## src/rtl/simple_processor_pkg.sv

```systemverilog
// Shared types, widths and decode helpers for the shift-processor pipeline.
package simple_processor_pkg;

    localparam int DATA_WIDTH     = 32;
    localparam int REG_ADDR_WIDTH = 5;
    localparam int NUM_REGS       = 2 ** REG_ADDR_WIDTH;
    localparam int IMM_WIDTH      = 6;

    typedef enum logic [3:0] {
        SLL  = 4'h0,
        SLLI = 4'h1,
        SLR  = 4'h2,
        SLRI = 4'h3
    } func_t;

    typedef enum logic {
        ST_EMPTY = 1'b0,
        ST_FULL  = 1'b1
    } ofs_state_t;

    // Only the immediate forms ignore rs2; unknown opcodes are treated as using it.
    function automatic logic uses_rs2(input logic [3:0] func);
        return !((func == 4'(SLLI)) || (func == 4'(SLRI)));
    endfunction

endpackage

```

## src/rtl/operand_fetch_stage_reg_file.sv

```systemverilog
// Register file: two combinational read ports with write-through, one write port, x0 fixed at zero.
module reg_file
    import simple_processor_pkg::*;
#(
    parameter int DW = DATA_WIDTH,
    parameter int AW = REG_ADDR_WIDTH
) (
    input  logic          clk_i,
    input  logic          rst_i,
    input  logic          we_i,
    input  logic [AW-1:0] waddr_i,
    input  logic [DW-1:0] wdata_i,
    input  logic [AW-1:0] raddr1_i,
    output logic [DW-1:0] rdata1_o,
    input  logic [AW-1:0] raddr2_i,
    output logic [DW-1:0] rdata2_o
);

    localparam int N = 2 ** AW;

    logic [DW-1:0] regs [N];

    always_ff @(posedge clk_i) begin
        if (rst_i) begin
            for (int i = 0; i < N; i++) begin
                regs[i] <= '0;
            end
        end else if (we_i && (waddr_i != '0)) begin
            regs[waddr_i] <= wdata_i;
        end
    end

    // A same-cycle write to the read address is forwarded so the reader sees the new value.
    assign rdata1_o = (raddr1_i == '0) ? '0 :
                      (we_i && (waddr_i == raddr1_i)) ? wdata_i : regs[raddr1_i];
    assign rdata2_o = (raddr2_i == '0) ? '0 :
                      (we_i && (waddr_i == raddr2_i)) ? wdata_i : regs[raddr2_i];

endmodule

```

## src/rtl/operand_fetch_stage.sv

```systemverilog
// Operand fetch for the shift ALU: register read, immediate extension,
// pending-write scoreboard hazard stall and a one-entry output register.
module operand_fetch_stage
    import simple_processor_pkg::*;
#(
    parameter int DATA_WIDTH     = simple_processor_pkg::DATA_WIDTH,
    parameter int REG_ADDR_WIDTH = simple_processor_pkg::REG_ADDR_WIDTH
) (
    input  logic                      clk_i,
    input  logic                      rst_i,
    input  logic                      valid_i,
    output logic                      ready_o,
    input  logic [3:0]                func_i,
    input  logic [REG_ADDR_WIDTH-1:0] rd_addr_i,
    input  logic [REG_ADDR_WIDTH-1:0] rs1_addr_i,
    input  logic [REG_ADDR_WIDTH-1:0] rs2_addr_i,
    input  logic [5:0]                imm_i,
    input  logic                      wb_en_i,
    input  logic [REG_ADDR_WIDTH-1:0] wb_addr_i,
    input  logic [DATA_WIDTH-1:0]     wb_data_i,
    output logic                      ex_valid_o,
    input  logic                      ex_ready_i,
    output logic [3:0]                ex_func_o,
    output logic [REG_ADDR_WIDTH-1:0] ex_rd_addr_o,
    output logic [DATA_WIDTH-1:0]     rs1_data_o,
    output logic [DATA_WIDTH-1:0]     rs2_data_o,
    output logic [DATA_WIDTH-1:0]     imm_o,
    output ofs_state_t                state_o
);

    localparam int NREGS = 2 ** REG_ADDR_WIDTH;

    // Handshake: a transfer happens on a clock edge where valid and ready are both high,
    // on either side. ready_o never looks at valid_i; ex_* hold stable while ex_valid_o
    // is high and ex_ready_i is low.

    ofs_state_t                state_q, state_d;
    logic [NREGS-1:0]          pend_q, pend_d;
    logic [DATA_WIDTH-1:0]     rd1_data, rd2_data;
    logic                      rs1_haz, rs2_haz, waw_haz, hazard, issue;

    reg_file #(
        .DW (DATA_WIDTH),
        .AW (REG_ADDR_WIDTH)
    ) u_reg_file (
        .clk_i    (clk_i),
        .rst_i    (rst_i),
        .we_i     (wb_en_i),
        .waddr_i  (wb_addr_i),
        .wdata_i  (wb_data_i),
        .raddr1_i (rs1_addr_i),
        .rdata1_o (rd1_data),
        .raddr2_i (rs2_addr_i),
        .rdata2_o (rd2_data)
    );

    // A source being written back this cycle is satisfied by the bypass; a destination is not.
    always_comb begin
        rs1_haz = (rs1_addr_i != '0) && pend_q[rs1_addr_i] &&
                  !(wb_en_i && (wb_addr_i == rs1_addr_i));
        rs2_haz = uses_rs2(func_i) && (rs2_addr_i != '0) && pend_q[rs2_addr_i] &&
                  !(wb_en_i && (wb_addr_i == rs2_addr_i));
        waw_haz = (rd_addr_i != '0) && pend_q[rd_addr_i];
        hazard  = rs1_haz || rs2_haz || waw_haz;
        ready_o = !hazard && ((state_q == ST_EMPTY) || ex_ready_i);
        issue   = valid_i && ready_o;
    end

    always_comb begin
        pend_d = pend_q;
        if (wb_en_i && (wb_addr_i != '0)) begin
            pend_d[wb_addr_i] = 1'b0;
        end
        if (issue && (rd_addr_i != '0)) begin
            pend_d[rd_addr_i] = 1'b1;
        end
    end

    always_comb begin
        state_d = state_q;
        case (state_q)
            ST_EMPTY: if (issue) state_d = ST_FULL;
            ST_FULL:  if (!issue && ex_ready_i) state_d = ST_EMPTY;
            default:  state_d = ST_EMPTY;
        endcase
    end

    always_ff @(posedge clk_i) begin
        if (rst_i) begin
            state_q <= ST_EMPTY;
            pend_q  <= '0;
        end else begin
            state_q <= state_d;
            pend_q  <= pend_d;
        end
    end

    always_ff @(posedge clk_i) begin
        if (rst_i) begin
            ex_func_o    <= '0;
            ex_rd_addr_o <= '0;
            rs1_data_o   <= '0;
            rs2_data_o   <= '0;
            imm_o        <= '0;
        end else if (issue) begin
            ex_func_o    <= func_i;
            ex_rd_addr_o <= rd_addr_i;
            rs1_data_o   <= rd1_data;
            rs2_data_o   <= uses_rs2(func_i) ? rd2_data : '0;
            imm_o        <= {{(DATA_WIDTH-6){imm_i[5]}}, imm_i};
        end
    end

    assign ex_valid_o = (state_q == ST_FULL);
    assign state_o    = state_q;

endmodule

```

## config.mk

```make
export PLATFORM = sky130hd
export DESIGN_NAME = operand_fetch_stage
export DESIGN_NICKNAME = d
export VERILOG_FILES = /design/src/rtl/simple_processor_pkg.sv /design/src/rtl/operand_fetch_stage_reg_file.sv /design/src/rtl/operand_fetch_stage.sv
export SDC_FILE = /design/constraint.sdc
export NUM_CORES = 2
export LEC_CHECK = 0
export ABC_AREA = 1
export CELL_PAD_IN_SITES_DETAIL_PLACEMENT = 1
export CELL_PAD_IN_SITES_GLOBAL_PLACEMENT = 2
export CORE_MARGIN = 2
export CORE_UTILIZATION = 38
export CTS_CLUSTER_DIAMETER = 100
export DETAILED_ROUTE_END_ITERATION = 12
export PLACE_DENSITY_LB_ADDON = 0.05
export RECOVER_POWER = 100
export SLEW_MARGIN = 40
export SYNTH_ARGS = -nofsm -noshare
export SYNTH_HDL_FRONTEND = slang
export SYNTH_HIERARCHICAL = 1
export SYNTH_SLANG_ARGS = --single-unit
```

## constraint.sdc

```tcl
create_clock -name clk_i -period 2.8 [get_ports clk_i]
set_clock_uncertainty 0.1 [all_clocks]
set_input_delay 0.28 -clock clk_i [delete_from_list [all_inputs] [get_ports clk_i]]
set_output_delay 0.28 -clock clk_i [all_outputs]
set_load 0.1 [all_outputs]
```

After elaboration in Yosys (flattened, before gate mapping)
Memory sizes are Yosys's and may differ from the RTL's.
Cells that the tools add are included.
- order comparisons: 6
- eq/ne operators: 4
- muxes and demuxes: 28
- bitwise logic cells: 4
- reductions and logical operators: 31
- operator list (kind ; count):
    $mux W32 ; 8
    $and A32 B32 Y32 ; 1
    $not A32 Y32 ; 1
    $or A32 B32 Y32 ; 1
    $reduce_or A32 Y1 ; 1
    $lt A5 B6 Y1 const B ; 4
    $reduce_bool A5 Y1 ; 4
    $bmux W1 S5 ; 3
    $logic_and A1 B1 Y1 ; 15
    $mux W1 ; 13
    $demux W1 S5 ; 2
    $eq A5 B5 Y1 ; 2
    $ge A5 B1 Y1 const B ; 2
    $logic_not A5 Y1 ; 2
    $logic_not A1 Y1 ; 5
    $mux W5 ; 1
    $eq A4 B1 Y1 const B ; 1
    $eq A4 B2 Y1 const B ; 1
    $logic_or A1 B1 Y1 ; 4
    $pmux W1 S2 ; 1
    $not A1 Y1 ; 1
- register bits after elaboration: 112
- RAM bits: 1024
- input port bits: 67
- output and inout bits: 108
- logic and storage cells: 81
- memories: 1
- memory list (name ; words ; width ; read ports ; clocked after memory_dff ; write ports ; RTL line ; RTL):
    u_reg_file.regs ; 32 ; 32 ; 2 ; 0 ; 32 ; operand_fetch_stage_reg_file.sv:21 ; logic [DW-1:0] regs [N];

Longest topological paths before layout
- depth after elaboration: 15
- gate-level depth with buffers: 17
- depth with buffers taken out: 15

Cells and area by module
The synthesis kept the hierarchy.
- modules (own cells, without submodules) (module ; instances ; cells an instance ; area each (µm²) ; sequential area each (µm²)):
    reg_file ; 1 ; 7428 ; 58001.9 ; 30749.5
    operand_fetch_stage ; 1 ; 906 ; 5886.9 ; 2242.2

Worst setup path after synthesis
OpenSTA, ideal clock, no wires.
- kind: in2reg
- from: input wb_addr_i[2]
- to: memory u_reg_file/regs[14][0] (netlist bit) (enable)
- library setup time: 0.478 ns
- data arrival time: 2.061 ns
- required time: 2.222 ns
- path slack: 0.161 ns
- stages on the path: 8
- path buffers: 2
- cell sequence: clkbuf_1 > nor3_2 > inv_1 > o21ai_1 > nor3_2 > nand2_1 > clkbuf_1 > nand2_1
- RTL lines (item ; RTL line ; RTL):
    start: declaration ; operand_fetch_stage.sv:19 ; input logic [REG_ADDR_WIDTH-1:0] wb_addr_i,
    end: declaration ; operand_fetch_stage_reg_file.sv:21 ;

==> impl_metrics.csv <==
group,metric,value,unit
global_route,grt_use_total,35.9,%
setup_path,startpoint_type,"primary input",
clock_network,cts_root_buffer,"clkbuf_16",
floorplan,dieArea,171000,µm²
drt,drtIter0Drc,7075,
timing,setup_viol,20,
job,maxCapViolations,1,
setup_path,crit_path_end,"u_reg_file/regs[2][17]",
setup_path,critPathMaxFanout,17,
final_layout,drive_gt1_share,11.7,%
hold_path,holdPathStages,3,
drt,drcViolationCount,0,
timing,tightest_slew,1560,ps
floorplan,die_w,414,µm
power,ir_worst_vdd,0.000668,V
placement,dpl.hpwl,215000,µm
setup_path,cpPeakStageDelay,690,ps
global_route,grt_pass1_vias,63200,
synth,synth_top_area_cell,"edfxtp_1",
floorplan,start_util,38.2,%
timing,rsz0062_at_grt,"yes",
floorplan,die_h,414,µm
clock_network,htree_levels,4,
clock_network,clockBufferDepth,3,
synth,avgSynthCellArea,7.67,µm²
timing,fin_hold_ws,55.7,ps
clock_network,tritoncts,"yes",
global_route,antenna_found_initial,5,
setup_path,reg2regPathDepth,16,
synth,synthesis.area,63900,µm²
timing,finalMaxSlewViolations,57,
clock_network,worstSkewPairLatency,810,ps
setup_path,critPathTopFamily,"buffers and inverters",
setup_path,worst_path_max_delay_cell,"clkbuf_1",
power,sw_frac_of_total,30.7,%
drt,dr.pass1.iters,6,
synth,yosys-top-cells-area,"edfxtp_1 48%, nand2_1 12%, nand3_1 9.1%",
placement,io_buffers,174,
floorplan,core-area,167000,µm²
drt,routed_wl,315000,µm
synth,synth_seq_area_share,51.6,%
outcome,violations,"max-capacitance violations, max-slew violations, negative setup slack",
global_route,grt_overflow,0,
synth,ys_warn_count,6,
setup_path,crit_required,3140,ps
setup_path,crit_cells,9,
clock_network,clkSinkCount,1136,
setup_path,reg2reg_from,"pend_q[9]",
drt,ant_nets,0,
power,p_int,32.3,mW
synth,synth-seq-cells,1136,
timing,post-route-period-util,101,%
floorplan,ioPinCount,175,
power,power_density,612,nW/µm²
timing,fmax,354,MHz
clock_network,cts_inserted_buffers,142,
setup_path,path_cells,"dlygate4sd3_1 > clkbuf_1 > nor2_1 > o21ai_0 > nor3_1 > clkbuf_1 > nand2_1 > nand2_1 > buf_4",
setup_path,r2r-end,"rs2_data_o[13]",
timing,relSlewSlack,-3.75,%
drt,via_per_inst,5.78,
synth,synth_top_area_share,48.1,%
clock_network,cts.reportedPaths.clkPinSlew,60,ps
synth,ys_types,27,
final_layout,syn2layout_area_growth,19.0,%
global_route,grt_pass1_wl,448000,µm
placement,place_inst,10700,
power,netSwitchingPower,14.3,mW
drt,via_count,63600,
power,total_power,46.5,mW
power,pwr-share-comb,18.2,%
power,p_leak,32.5,nW
power,clockPowerShare,39.2,%
final_layout,finalNonFillerCells,11000,
final_layout,multi_input_area,25400,µm²
global_route,grt_max_degree,76,
final_layout,final_cell_mix,"2041 x nand2_1, 1393 x nor2_1, 1161 x nand3_1, 1024 x edfxtp_1, 682 x inv_1",
setup_path,crit_type,"in -> reg",
timing,final.setup.worst_slack,-28.0,ps
floorplan,rows,150,
placement,gp_congestion,0.950,
setup_path,crit_start,"rst_i",
power,power.share.sequential,42.7,%
final_layout,mostFrequentLayoutCell,"nand2_1",
setup_path,ff2ff_setup_slack,160,ps
synth,syn_inst,8334,
setup_path,endpoint_kind,"flip-flop",
final_layout,final_nets,8751,
timing,min_period,2830,ps
setup_path,critPathBufInv,4,
final_layout,fillCellCount,20300,
drt,drt-wirelength-per-cell,28.6,µm
final_layout,seqCellArea,33000,µm²
timing,finalHoldViolCount,0,
outcome,status,"finished with violations",
hold_path,hold_class,"in -> reg",
setup_path,cp.arrival,3170,ps
## synth_stat cells, drive strengths merged
library cell	instances
nand2	2050
nor2	1400
nand3	1164
edfxtp	1024
inv	691
clkbuf	495
o21ai	427
a21oi	382
buf	235
o211ai	195
dfxtp	112
nand4	66
or2	55
nor3	20
o22ai	6
clkinv	5
xor2	3
a31oi	1
conb	1
nand3b	1
o221ai	1
## layout make-up
type,count,share of cell area [%]
Sequential cell,1136,43.5
Multi-Input combinational cell,5803,33.5
Timing Repair Buffer,905,10.1
Clock buffer,194,5.26
Tap cell,2204,3.63
Inverter,696,3.48
Clock inverter,63,0.640
Antenna cell,2,0.00658
## kinds of logic after synthesis
group / share of synthesized area (%)
XOR/XNOR: 0.0411
AO/OA/AOI/OAI: 8.71
AND/OR/NAND/NOR: 30.8
buffers and inverters: 8.84
other: 0.00587
flip-flops: 51.6
## power by group through the flow
stage / Clock (mW) / Combinational (mW) / Sequential, mW
finish: 18.2 / 8.45 / 19.9
global route: 19.0 / 8.88 / 19.9
CTS: 18.5 / 8.59 / 19.8
detailed placement: 0 / 8.53 / 20.2
global placement: 0 / 8.42 / 20.1
floorplan: 0 / 3.81 / 20.7
## through the flow
| step | setup TNS, ps | util, % | instance area [µm²] | worst slack (ps) |
|---|---|---|---|---|
| 2_1_floorplan | 0 | - | 64000 | 161 |
| 3_3_place_gp | -2650 | 43.7 | 73100 | -139 |
| 3_5_place_dp | -2800 | 43.7 | 73100 | -154 |
| 4_1_cts | 0 | 46.5 | 77700 | 1.64 |
| 5_1_grt | -1120 | 45.5 | 76000 | -53.6 |
| 6_report | -383 | 45.5 | 76000 | -28.0 |
## state kept, by name, indices dropped and copies added (netlist names)
register and cells:
u_reg_file/regs 1024, pend_q 32, rs1_data_o 32, rs2_data_o 32, imm_o 6, ex_rd_addr_o 5
ex_func_o 4, ex_valid_o 1
## routing by layer
| layer | global-route usage [%] | vias up | part of all wire [%] |
|---|---|---|---|
| li1 | - | 28100 | - |
| met1 | 47.9 | 32100 | 42 |
| met2 | 56.5 | 2730 | 45 |
| met3 | 6.14 | 670 | 7.9 |
| met4 | 17.6 | 4 | 5.6 |
| met5 | 0 | - | 0.0086 |
## worst register-to-register path: stages, from the launching register on
cell and delay, ps:
dfxtp_4 360, buf_4 130, nand2_1 50, o21ai_0 90
nand2_1 70, nand3_1 100, nand3_1 80, nand2_1 70
nand2_1 60, a21oi_2 190, nor2_4 80, buf_12 130
buf_4 190, nand2_1 160, clkbuf_4 400, nand2_1 140
a21oi_1 180
## what timing repair did
action,CTS,global route
pin swaps,2,12
buffers inserted,2,5
resized for setup,18,31
hold buffers,9,0
setup endpoints to repair,1,2
endpoints found under the hold margin,34,0
## worst min path at each step
stage,from,end,slack [ps]
after floorplan,pend_q[0],pend_q[0],340
after global placement,imm_o[0],imm_o[0],350
after detailed placement,ex_rd_addr_o[4],ex_rd_addr_o[4],360
after CTS,imm_i[3],imm_o[3],4
after global routing,imm_i[3],imm_o[3],50
final,imm_i[3],imm_o[3],60
Power figures use the tool's default switching activity.
